## config.mk

```make
export PLATFORM = sky130hd
export DESIGN_NAME = uart_rx
export DESIGN_NICKNAME = d
export VERILOG_FILES = /design/src/rtl/uart_pkg.sv /design/src/rtl/uart_sync.sv /design/src/rtl/uart_rx.sv
export SDC_FILE = /design/constraint.sdc
export NUM_CORES = 1
export LEC_CHECK = 0
export ABC_AREA = 1
export CAP_MARGIN = 15
export CORE_MARGIN = 4
export CORE_UTILIZATION = 50
export CTS_CLUSTER_DIAMETER = 60
export DETAILED_ROUTE_END_ITERATION = 16
export GPL_TIMING_DRIVEN = 0
export MAX_ROUTING_LAYER = met4
export PLACE_DENSITY = 0.77
export SYNTH_ARGS = -nofsm -noshare
export SYNTH_HDL_FRONTEND = slang
export SYNTH_SLANG_ARGS = --single-unit
```

## constraint.sdc

```tcl
create_clock -name i_clk -period 1.9 [get_ports i_clk]
set_clock_uncertainty 0.1 [all_clocks]
set_input_delay 0.57 -clock i_clk [delete_from_list [all_inputs] [get_ports i_clk]]
set_output_delay 0.57 -clock i_clk [all_outputs]
set_load 0.1 [all_outputs]
```

## src/rtl/uart_pkg.sv

```systemverilog
// Shared UART definitions: receiver state encoding and default frame geometry.
// Latency: n/a (types and constants only).
// Backpressure: n/a.
package uart_pkg;

  // Defaults shared by the oversample generator, transmitter and receiver.
  localparam int UART_OSR    = 16;
  localparam int UART_DATA_W = 8;

  // Receiver frame states. PARITY is only entered when parity support is built in.
  typedef enum logic [2:0] {
    IDLE   = 3'd0,
    START  = 3'd1,
    DATA   = 3'd2,
    PARITY = 3'd3,
    STOP   = 3'd4,
    BREAK  = 3'd5
  } uart_rx_state_t;

endpackage

```

## src/rtl/uart_sync.sv

```systemverilog
// Two-flop synchronizer for a single asynchronous input, with a configurable reset value.
// Latency: 2 i_clk cycles from input change to o_q.
// Backpressure: none; free-running level path.
module uart_sync #(
  parameter bit RST_VAL = 1'b1
) (
  input  logic i_clk,
  input  logic i_nrst,
  input  logic i_d,
  output logic o_q
);

  logic meta;

  // Two-stage capture of the asynchronous level; both stages reset to the idle value.
  always_ff @(posedge i_clk or negedge i_nrst) begin
    if (!i_nrst) begin
      meta <= RST_VAL;
      o_q  <= RST_VAL;
    end else begin
      meta <= i_d;
      o_q  <= meta;
    end
  end

endmodule

```

## src/rtl/uart_rx.sv

```systemverilog
// UART receiver: 16x-oversampled start/data/stop recovery, optional parity when UART_RX_PARITY_EN is defined.
// Latency: 2-cycle input sync, then o_valid/o_frame_err one i_clk after the mid-stop-bit tick.
// Backpressure: none; o_valid is a single-cycle strobe with no ready, the consumer must take it.
module uart_rx
  import uart_pkg::*;
#(
  parameter int DATA_W = UART_DATA_W,
  parameter int OSR    = UART_OSR
`ifdef UART_RX_PARITY_EN
  ,
  parameter bit PARITY_ODD = 1'b0
`endif
) (
  input  logic              i_clk,
  input  logic              i_nrst,
  input  logic              i_tick,
  input  logic              i_rx,
  output logic [DATA_W-1:0] o_data,
  output logic              o_valid,
  output logic              o_frame_err,
`ifdef UART_RX_PARITY_EN
  output logic              o_parity_err,
`endif
  output logic              o_busy
);

  localparam int TICK_W = $clog2(OSR);
  localparam int BIT_W  = $clog2(DATA_W) + 1;

  // Start bit is confirmed half a bit after the edge; every later sample is one full bit on.
  localparam logic [TICK_W-1:0] MID_START = TICK_W'(OSR / 2 - 1);
  localparam logic [TICK_W-1:0] MID_BIT   = TICK_W'(OSR - 1);
  localparam logic [BIT_W-1:0]  LAST_BIT  = BIT_W'(DATA_W - 1);

  logic                rx_s;
  uart_rx_state_t      state, state_nxt;
  logic [TICK_W-1:0]   tick_cnt, tick_nxt;
  logic [BIT_W-1:0]    bit_cnt, bit_nxt;
  logic [DATA_W-1:0]   shreg, shreg_nxt;
  logic                load_data;
  logic                valid_nxt;
  logic                ferr_nxt;
`ifdef UART_RX_PARITY_EN
  logic                par_bit, par_nxt;
  logic                perr_nxt;
`endif

  uart_sync #(
    .RST_VAL (1'b1)
  ) u_sync (
    .i_clk  (i_clk),
    .i_nrst (i_nrst),
    .i_d    (i_rx),
    .o_q    (rx_s)
  );

  // Frame sequencing: every decision and counter step is qualified by the oversample tick.
  always_comb begin
    state_nxt = state;
    tick_nxt  = tick_cnt;
    bit_nxt   = bit_cnt;
    shreg_nxt = shreg;
    load_data = 1'b0;
    valid_nxt = 1'b0;
    ferr_nxt  = 1'b0;
`ifdef UART_RX_PARITY_EN
    par_nxt   = par_bit;
    perr_nxt  = 1'b0;
`endif
    if (i_tick) begin
      case (state)
        IDLE: begin
          if (!rx_s) begin
            state_nxt = START;
            tick_nxt  = '0;
          end
        end
        START: begin
          if (tick_cnt == MID_START) begin
            tick_nxt = '0;
            if (!rx_s) begin
              state_nxt = DATA;
              bit_nxt   = '0;
            end else begin
              state_nxt = IDLE;
            end
          end else begin
            tick_nxt = tick_cnt + 1'b1;
          end
        end
        DATA: begin
          if (tick_cnt == MID_BIT) begin
            tick_nxt  = '0;
            shreg_nxt = {rx_s, shreg[DATA_W-1:1]};
            if (bit_cnt == LAST_BIT) begin
`ifdef UART_RX_PARITY_EN
              state_nxt = PARITY;
`else
              state_nxt = STOP;
`endif
            end else begin
              bit_nxt = bit_cnt + 1'b1;
            end
          end else begin
            tick_nxt = tick_cnt + 1'b1;
          end
        end
`ifdef UART_RX_PARITY_EN
        PARITY: begin
          if (tick_cnt == MID_BIT) begin
            tick_nxt  = '0;
            par_nxt   = rx_s;
            state_nxt = STOP;
          end else begin
            tick_nxt = tick_cnt + 1'b1;
          end
        end
`endif
        STOP: begin
          if (tick_cnt == MID_BIT) begin
            tick_nxt = '0;
            if (rx_s) begin
              state_nxt = IDLE;
`ifdef UART_RX_PARITY_EN
              if ((^shreg) ^ par_bit ^ PARITY_ODD) begin
                perr_nxt = 1'b1;
              end else begin
                load_data = 1'b1;
                valid_nxt = 1'b1;
              end
`else
              load_data = 1'b1;
              valid_nxt = 1'b1;
`endif
            end else begin
              // Stop bit low: report once, then wait for the line to go idle.
              ferr_nxt  = 1'b1;
              state_nxt = BREAK;
            end
          end else begin
            tick_nxt = tick_cnt + 1'b1;
          end
        end
        BREAK: begin
          if (rx_s) begin
            state_nxt = IDLE;
          end
        end
        default: begin
          state_nxt = IDLE;
          tick_nxt  = '0;
        end
      endcase
    end
  end

  // State, counters and shift register.
  always_ff @(posedge i_clk or negedge i_nrst) begin
    if (!i_nrst) begin
      state    <= IDLE;
      tick_cnt <= '0;
      bit_cnt  <= '0;
      shreg    <= '0;
`ifdef UART_RX_PARITY_EN
      par_bit  <= 1'b0;
`endif
    end else begin
      state    <= state_nxt;
      tick_cnt <= tick_nxt;
      bit_cnt  <= bit_nxt;
      shreg    <= shreg_nxt;
`ifdef UART_RX_PARITY_EN
      par_bit  <= par_nxt;
`endif
    end
  end

  // Registered outputs: data holds the last good word, strobes last one cycle.
  always_ff @(posedge i_clk or negedge i_nrst) begin
    if (!i_nrst) begin
      o_data       <= '0;
      o_valid      <= 1'b0;
      o_frame_err  <= 1'b0;
`ifdef UART_RX_PARITY_EN
      o_parity_err <= 1'b0;
`endif
    end else begin
      if (load_data) begin
        o_data <= shreg;
      end
      o_valid      <= valid_nxt;
      o_frame_err  <= ferr_nxt;
`ifdef UART_RX_PARITY_EN
      o_parity_err <= perr_nxt;
`endif
    end
  end

  assign o_busy = (state != IDLE);

endmodule
```

; ---- Yosys cells after proc, flatten, opt, wreduce, memory -nomap -nowiden
; Cells that the tools add are included.
; Widths: inputs -> output; s select.
[op_classes]
addsub = 2
eq_ne = 15
n_mux = 25
n_bitwise = 1
reduce_logical = 8
[ops]
columns = op, count
row1 = $mux 4, 6
row2 = $mux 3, 7
row3 = $pmux 4 s4, 1
row4 = $pmux 3 s5, 1
row5 = $ne 2x2->1 const B, 7
row6 = $add 4x1->4 const B, 2
row7 = $eq 4x3->1 const B, 2
row8 = $mux 1, 8
row9 = $pmux 4 s2, 1
row10 = $reduce_and 7->1, 1
row11 = $eq 3x3->1 const B, 2
row12 = $reduce_and 3->1, 2
row13 = $reduce_and 6->1, 1
row14 = $eq 4x4->1 const B, 1
row15 = $eq 3x1->1 const B, 1
row16 = $eq 3x2->1 const B, 1
row17 = $logic_not 3->1, 1
row18 = $reduce_bool 3->1, 1
row19 = $mux 2, 1
row20 = $ne 2x1->1 const B, 1
row21 = $reduce_bool 2->1, 1
row22 = $reduce_or 2->1, 1
row23 = $not 1->1, 1
[totals]
reg_bits = 31
input_bits = 4
word_cells = 60

; ---- Longest topological paths before layout
; Gate-level depths: netlist (run 1).
[logic_depth]
ltp_word = 4
depth_mapped = 10

; ---- Hierarchy
; A second synthesis (run 1) with hierarchy kept.
[unflattened]
hier_cells = 186
hier_area_um2 = 1614.0
[modules_own_cells]
columns = module, instances, cells_each, area_each_um2, seq_area_each_um2
row1 = uart_rx, 1, 184, 1561.5, 725.7
row2 = uart_sync, 1, 2, 52.6, 52.6

; ---- Worst setup path after synthesis (run 1)
; No wires, ideal clock.
[synth_path]
kind = register to output
from = register state[0]
to = output port o_busy
t_arrival_ns = 1.239
slack_ns = -0.009
path_stages_with_launch = 3
n_path_buf = 0
cell_sequence = dfrtp_1 nor2_2 nand2_1
[synth_between]
elab_chain_len = 1
[synth_lines]
columns = element, line
row1 = from (decl), uart_rx.sv:36  ; uart_rx_state_t state, state_nxt;
row2 = from (signal assigned), uart_rx.sv:168  ; state <= state_nxt;
row3 = $reduce_bool 3->1, uart_rx.sv:199  ; assign o_busy = (state != IDLE);
row4 = to (decl), uart_rx.sv:24  ; output logic o_busy
; No other way between the ends.

; ---- Final worst setup path (run 1)
[layout_path]
from = register o_frame_err
to = output port o_frame_err
[layout_rtl]
columns = element, line
row1 = from (decl), uart_rx.sv:20  ; output logic o_frame_err,
row2 = from (signal assigned), uart_rx.sv:192  ; o_frame_err <= ferr_nxt;
; No word-level cell between the ends.

==> results of run 1 <==
==> kinds of logic after synthesis <==
group | synth area share, %
compound gates | 9.05
fa+ha+maj | 1.62
simple gates | 31.8
buf+inv | 7.28
flops | 50.3
==> cells in the final DEF (no fill, tap or decap), types with 2 or more instances in the layout <==
master and instances:
o21ai_2 7, clkdlybuf4s50_1 3, dfrtp_1 28, nand2_2 5, inv_1 20, nor2_1 8
o21ai_0 12, nand4_1 4, nor2_2 2, buf_2 9, buf_6 3, nand3_1 16
nand2_1 58, nand2_4 2, ha_1 2, nor3_1 2, clkbuf_4 5, dfstp_2 2
==> stage by stage <==
step / worst slack [ns] / total power [mW] / hold slack, ns / utilization, % / setup TNS [ns]
3_3_place_gp: -0.546 / 1.35 / 0.248 / 60.6 / -15.23
6_report: 0.0513 / 1.85 / 0.262 / 63.2 / 0
3_5_place_dp: -0.563 / 1.38 / 0.250 / 61.6 / -4.78
5_1_grt: -0.0000363 / 1.98 / 0.268 / 63.2 / -0.0000363
2_1_floorplan: 0.203 / 1.24 / 0.174 / - / 0
4_1_cts: -0.102 / 1.78 / 0.263 / 62.5 / -0.102
==> power by group <==
group          internal [mW]  total [mW]  switching (mW)
Combinational          0.225       0.666           0.441
Clock                  0.179       0.395           0.216
Sequential             0.715       0.784          0.0691
==> timing repair <==
| item | 4_1_cts | 5_1_grt |
|---|---|---|
| pin swaps | 0 | 1 |
| setup endpoints to repair | 11 | 3 |
| setup buffers | 0 | 1 |
| gates resized for setup | 53 | 10 |
==> worst max path at each step <==
| stage | endpoint | depth (start not counted) | from |
|---|---|---|---|
| floorplan | o_busy | 2 | state[0] |
| CTS | o_busy | 3 | state[0] |
| finish | o_frame_err | 1 | o_frame_err |
| detailed placement | o_busy | 4 | state[2] |
| global placement | o_busy | 4 | state[2] |
| global route | o_busy | 3 | state[0] |
==> layout make-up <==
type	count	area [µm²]
Clock buffer	7	55.1
Tap cell	31	38.8
Clock inverter	1	5.00
Buffer	3	33.8
Timing Repair Buffer	16	140
Sequential cell	31	779
Fill cell	236	1050
Inverter	22	85.1
Multi-Input combinational cell	126	664
==> flip-flops by register name, summed over array words and instances, names as in the netlist <==
signal / count
o_data: 8
shreg: 8
bit_cnt: 4
tick_cnt: 4
state: 3
o_frame_err: 1
o_valid: 1
u_sync.meta: 1
u_sync.o_q: 1
==> per-layer routing <==
layer / global-route usage, % / part of all wire [%]
met2: 28.4 / 52
met4: 6.20 / 1.1
met1: 20.7 / 42
met5: - / 0
met3: 6.57 / 4.5
==> impl_metrics.ini, run 1 <==
[outcome]
status = completed

[clock_tree]
cts_tree = done
numCtsBuffers = 5
cts_htree_levels = 2
hold_buffers = 0
clk_path_buf_depth = 2
clk_latency_ns = 0.32
clk_pin_slew_worst_paths_ns = 0.09
clock-root-buffer = clkbuf_4
cts_sinks = 31

[timing]
max_slew_margin_pct = 48.3
fin_crit_ns = 1.85
finalCritPeriodShare_pct = 97.3
finalSetupViolations = 0
hold_violations = 0
fmax_mhz = 541
worstMarginPinSlew_ns = 0.773
slew_viol_final = 0

[layout]
area_growth_syn_to_layout_pct = 16.4
diodes = 0
fin_area_um2 = 1800
nNetsFinal = 211
final_cells = 237
drive_gt1_share_pct = 23.8

[synth]
synth.most_common_cell = nand2_1
ys_seq_area_share_pct = 50.3
synth_warnings = 0
synth_seq_cells = 31
ys_types = 24
ys_top_cells_by_area = dfrtp_1, nand2_1, nand3_1
synthTopCellsByCount = nand2_1, dfrtp_1, inv_1
synth_area_leader_cell = dfrtp_1
synth_area_um2 = 1550
synth.avg_cell_area_um2 = 8.50
async_flop_share_pct = 100
syn_nets = 188
ys.flop_type = dfrtp_1
syn_inst = 182
yosys.area.top_type_share_pct = 46.9
synth_edf_count = 0

[floorplan]
initial_core_util_pct = 54.3
fp.dieH_um = 63.6
fp-row-count = 19
die_w_um = 63.6
core_um2 = 2850
dieArea_um2 = 4050
pin_count = 15

[critical_path]
r2r-end = o_data[5]
r2r_setup_slack_ns = 0.25
crit_path_end_kind = primary output
cp_cell_sequence = clkdlybuf4s18_2
timing.rr.start = tick_cnt[0]
max_stage_delay_ns = 0.53
critPathRequiredTime_ns = 1.23
crit_path_max_fanout = 1
start_kind = flip-flop
cp_top_family = buffers and inverters
cp_slowest_cell = clkdlybuf4s18_2
path_buf_inv = 1
reg2regPathDepth = 9
cp.arrival_ns = 1.18
worst-setup-path-type = flip-flop to primary output

[drt]
drt_drc_violations_left = 0
via_per_inst = 5.32
antenna_left = 0
wl_per_cell_um = 12.7
via_count = 1261
routed_wl_um = 3000
first_iter_violations = 92
dr.pass1.iters = 4

[grt]
first_global_vias = 1217
grt_overflow = 0
grt_pass1_wl_um = 5450
antenna_found_initial = 0
grt_usage_pct = 17.8
grt_max_degree = 18

[min_path]
hold_end = u_sync.o_q
worstHoldStart = u_sync.meta
whs_path_depth = 0
hold_class = flip-flop to flip-flop

[place]
place_area_um2 = 1760
dp_hpwl_um = 2240
portBuffers = 14
gp_congestion = 0.843
dpl.cell_count = 228

[power]
p_leak_nw = 0.966
vdd_drop_max_uv = 542
p_per_area_nw_per_um2 = 1020

[run]
max_cap_viol_count = 0
(Power assumes the default switching activity.)
==> inputs of run 2 (changes only) <==
--- a/config.mk
+++ b/config.mk
@@ -16,4 +16,5 @@
 export PLACE_DENSITY = 0.77
 export SYNTH_ARGS = -nofsm -noshare
 export SYNTH_HDL_FRONTEND = slang
+export SYNTH_HIERARCHICAL = 1
 export SYNTH_SLANG_ARGS = --single-unit
==> run 2 against run 1 <==
  * Combinational power is 39% higher
  * First-iteration DRC count down 24%
  * Sequential power up 2%
  * Register-to-register slack about the same
  * Sequential share of layout area is 2.2 points lower
  * Cell count rose by 8.9%
  * Utilization fell by 1.4 points
  * Clock power increased by 2%
  * Sequential cell count did not move
==> impl_metrics.ini, run 2 <==
[drt]
via_per_inst = 5.03
antenna_left = 0
first_iter_violations = 70
routed_wl_um = 3130
wl_per_cell_um = 12.1
via_count = 1299
drt_drc_violations_left = 0
dr.pass1.iters = 4

[min_path]
whs_path_depth = 0
hold_class = flip-flop to flip-flop

[critical_path]
critPathRequiredTime_ns = 1.23
cp_slowest_cell = dfrtp_2
cp_cell_sequence = nor2_4, nand2_2, buf_12
reg2regPathDepth = 10
crit_path_end_kind = primary output
cp.arrival_ns = 1.18
crit_path_max_fanout = 5
worst-setup-path-type = flip-flop to primary output
max_stage_delay_ns = 0.44
start_kind = flip-flop

[grt]
grt_usage_pct = 17.9
grt_overflow = 0
antenna_found_initial = 0
grt_max_degree = 22
first_global_vias = 1300
grt_pass1_wl_um = 5640

[timing]
slew_viol_final = 0
finalSetupViolations = 0
final.setup.tns_ns = 0
max_slew_margin_pct = 59.6
fmax_mhz = 541
worstMarginPinSlew_ns = 0.605
fin_crit_ns = 1.85
finalCritPeriodShare_pct = 97.3
rsz0062_at_grt = yes
hold_violations = 0

[place]
portBuffers = 14
dp_hpwl_um = 2200
place_area_um2 = 1840
dpl.cell_count = 245
gp_congestion = 0.874

[synth]
synthTopCellsByCount = nand2_1, dfrtp_1, inv_1
synth_area_leader_cell = dfrtp_1
syn_inst = 186
synth_area_um2 = 1610
synth_warnings = 6
synth_edf_count = 0
synth_seq_cells = 31
async_flop_share_pct = 100
synth.most_common_cell = nand2_1
yosys.area.top_type_share_pct = 45.0
synth.avg_cell_area_um2 = 8.68
ys_seq_area_share_pct = 48.2
ys_types = 20
ys_top_cells_by_area = dfrtp_1, nand2_1, o21ai_2
ys.flop_type = dfrtp_1
syn_nets = 192

[power]
p_per_area_nw_per_um2 = 1120
vdd_drop_max_uv = 502
p_leak_nw = 0.977

[clock_tree]
cts_sinks = 31
cts_tree = done
clk_pin_slew_worst_paths_ns = 0.09
clk_latency_ns = 0.32
clk_path_buf_depth = 2
numCtsBuffers = 5
cts_htree_levels = 2
clock-root-buffer = clkbuf_4

[floorplan]
pin_count = 15
core_um2 = 3080
dieArea_um2 = 4200
die_w_um = 64.8
initial_core_util_pct = 52.4
fp-row-count = 20
fp.dieH_um = 64.8

[layout]
area_growth_syn_to_layout_pct = 17.8
diodes = 0
fin_util_pct = 61.8
final_common_cell = nand2_1
largestRegisters = o_data (8), shreg (8)
final_cells = 258
layout_common_cells = nand2_1, dfrtp_1, inv_1
nNetsFinal = 219
fin_area_um2 = 1900
drive_gt1_share_pct = 32.7

[run]
max_cap_viol_count = 0

[outcome]
status = completed
==> run 2: cell count changes after synthesis, sizes merged <==
cell,delta
nor2,+5
nand2,+3
a21oi,-2
nand4,-2
o21ai,-2
nand3,+1
xor2,+1
==> run 2: path summary, 6_finish.rpt <==
path                       slack, ns          end        start
setup / recovery                0.05       o_busy     state[0]
hold / removal                  0.26   u_sync/o_q  u_sync/meta
setup reg to reg                0.24   bit_cnt[3]  tick_cnt[1]
hold reg to reg                 0.26   u_sync/o_q  u_sync/meta
max in group asynchronous       0.59  u_sync/meta       i_nrst
min in group asynchronous       0.52  tick_cnt[1]       i_nrst
==> run 2: per-stage QoR <==
stage / power, mW / setup slack, ns / hold WS, ns
2_1_floorplan: 1.39 / 0.00446 / 0.174
3_3_place_gp: 1.52 / -0.587 / 0.249
3_5_place_dp: 1.56 / -0.595 / 0.250
4_1_cts: 1.99 / -0.130 / 0.263
5_1_grt: 2.28 / -0.0264 / 0.273
6_report: 2.13 / 0.0512 / 0.261
==> run 2: critical path, delay by kind of cell (launching register included) <==
family | cells | cell delay, ns
AND/OR/NAND/NOR | 2 | 0.25
flip-flops | 1 | 0.44
buffers and inverters | 1 | 0.17
==> run 2: cell type report <==
class,count,area (µm²)
fill,272,1180
sequential,31,781
multi-input combinational,130,722
timing repair buffer,20,165
inverter,22,85.1
clock buffer,7,55.1
tap,44,55.1
buffer,3,33.8
clock inverter,1,5.00
==> run 2: logic make-up after synthesis <==
family	count (synthesis)	share of synthesized area, %
xor gates and xnor gates	1	0.543
AOI/OAI and AO/OA	18	9.30
and+or+nand+nor	109	33.2
adders and majority gates	2	1.55
buffers and inverters	25	7.21
DFF	31	48.2
==> run 2: per-layer routing <==
metal	part of all wire [%]	global-route usage, %
met1	47	22.0
met2	47	26.6
met3	4.9	5.37
met4	1.3	9.50
met5	0	-
==> run 2: timing repair <==
| action | in CTS | in global routing |
|---|---|---|
| buffers inserted | 0 | 5 |
| hold buffers | 0 | 0 |
| resized for setup | 56 | 7 |
| endpoints found under the setup margin | 11 | 3 |
| pin swaps | 1 | 1 |
==> run 2: where the power goes <==
part	internal [mW]	switching (mW)	total [mW]
registers	0.721	0.0746	0.796
logic	0.340	0.586	0.926
clock network	0.179	0.224	0.403
total	1.24	0.885	2.13
==> inputs of run 3 (changes only) <==
==> constraint.sdc (replaced) <==
create_clock -name i_clk -period 2 [get_ports i_clk]
set_clock_uncertainty 0.1 [all_clocks]
set_input_delay 0.6 -clock i_clk [delete_from_list [all_inputs] [get_ports i_clk]]
set_output_delay 0.6 -clock i_clk [all_outputs]
set_load 0.1 [all_outputs]
==> run 3 against run 2 <==
  * Clock-buffer cell count stayed put
  * Combinational power is 12% lower
  * Hold slack hardly changed
  * Wire length is 0.32% lower
  * Sequential cell count stayed put
  * First-iteration DRC count is 17% higher
  * Global-route usage is 0.30 points higher
  * Cell area is 0.59% higher
  * Critical path type unchanged
==> impl_metrics.ini, run 3 (synthesized netlist as in run 2, its figures left out) <==
[timing]
hold_violations = 0
fmax_mhz = 519
fin_ws_ns = 0.0748
worstMarginPinSlew_ns = 0.609
finalSetupViolations = 0
max_slew_margin_pct = 59.3
finalCritPeriodShare_pct = 96.3
fin_crit_ns = 1.93
slew_viol_final = 0
rsz0062_at_grt = no

[layout]
fin_util_pct = 62.2
final_cells = 257
diodes = 0
final_common_cell = nand2_1
layout_common_cells = nand2_1, dfrtp_1, inv_1
area_growth_syn_to_layout_pct = 18.5
nNetsFinal = 218
drive_gt1_share_pct = 31.9
largestRegisters = o_data (8), shreg (8)

[drt]
drt_drc_violations_left = 0
first_iter_violations = 82
antenna_left = 0
via_count = 1299
via_per_inst = 5.05
routed_wl_um = 3120
wl_per_cell_um = 12.1
dr.pass1.iters = 4

[critical_path]
start_kind = flip-flop
crit_path_max_fanout = 2
cp_cell_sequence = clkdlybuf4s18_2
path_buf_inv = 1
cp.arrival_ns = 1.23
worst-setup-path-type = flip-flop to primary output
crit_path_end_kind = primary output
cp_top_family = buffers and inverters
cp_slowest_cell = clkdlybuf4s18_2
critPathRequiredTime_ns = 1.30
max_stage_delay_ns = 0.54

[clock_tree]
numCtsBuffers = 5
clock-root-buffer = clkbuf_4
clk_pin_slew_worst_paths_ns = 0.10
cts_htree_levels = 2
clk_latency_ns = 0.32
cts_sinks = 31
cts_tree = done
clk_path_buf_depth = 2
hold_buffers = 0

[floorplan]
initial_core_util_pct = 52.4
pin_count = 15
die_w_um = 64.8
dieArea_um2 = 4200
fp-row-count = 20
core_um2 = 3080
fp.dieH_um = 64.8

[place]
portBuffers = 14
pre_cts_slack_ns = -0.525
dpl.cell_count = 245
gp_congestion = 0.874
dp_hpwl_um = 2200

[grt]
grt_overflow = 0
grt_max_degree = 22
first_global_vias = 1317
grt_usage_pct = 18.2
grt_pass1_wl_um = 5730
antenna_found_initial = 0

[run]
max_cap_viol_count = 0

[min_path]
hold_class = flip-flop to flip-flop

[outcome]
status = completed

[power]
vdd_drop_max_uv = 451
p_per_area_nw_per_um2 = 1020
p_leak_nw = 0.959
## run 3: cell count changes in the layout (fill, tap and decap cells not counted), sizes merged
| cell | before | now |
|---|---|---|
| buf | 20 | 13 |
| clkdlybuf4s15 | 0 | 2 |
| clkdlybuf4s18 | 0 | 4 |
## run 3: final cells by class
cell class                      instances  area, µm²
Sequential cell                        31        781
Buffer                                  3       33.8
Inverter                               22       82.6
Clock inverter                          1       5.00
Clock buffer                            7       55.1
Timing Repair Buffer                   19        181
Fill cell                             275       1160
Multi-Input combinational cell        130        719
Tap cell                               44       55.1
## run 3: power breakdown
part | switching (mW) | internal [mW] | leakage, nW
logic | 0.538 | 0.273 | 0.505
clock network | 0.209 | 0.170 | 0.0353
registers | 0.0716 | 0.685 | 0.419
total | 0.818 | 1.13 | 0.959
## run 3: through the flow
step | power [mW] | cell area (µm²) | hold WS [ns] | TNS (ns)
2_1_floorplan | 1.32 | 1610 | 0.204 | 0
3_3_place_gp | 1.45 | 1810 | 0.249 | -11.55
3_5_place_dp | 1.48 | 1840 | 0.250 | -2.24
4_1_cts | 1.89 | 1910 | 0.263 | -0.0604
5_1_grt | 2.09 | 1910 | 0.273 | 0
6_report | 1.95 | 1910 | 0.261 | 0
## run 3: what timing repair did
item / in CTS / in global routing
endpoints found under the setup margin: 11 / 9
gates cloned: 0 / 0
setup buffers: 0 / 4
pin swaps: 1 / 1
gates resized for setup: 39 / 12
## run 3: final timing paths
path | slack (ns) | start | cells after the start | to
setup reg to reg | 0.33 | tick_cnt[0] | 10 | bit_cnt[0]
max in group asynchronous | 0.65 | i_nrst | 2 | u_sync/meta
hold / removal | 0.26 | u_sync/meta | 0 | u_sync/o_q
setup / recovery | 0.07 | o_data[3] | 1 | o_data[3]
hold reg to reg | 0.26 | u_sync/meta | 0 | u_sync/o_q
min in group asynchronous | 0.55 | i_nrst | 1 | tick_cnt[1]
## run 3: routing by layer
layer / wire length (µm) / part of all wire [%] / track usage [%]
met3: 155 / 5.0 / 5.55
met2: 1520 / 49 / 27.2
met1: 1400 / 45 / 22.3
met4: 43 / 1.4 / 9.50
met5: 0 / 0 / -
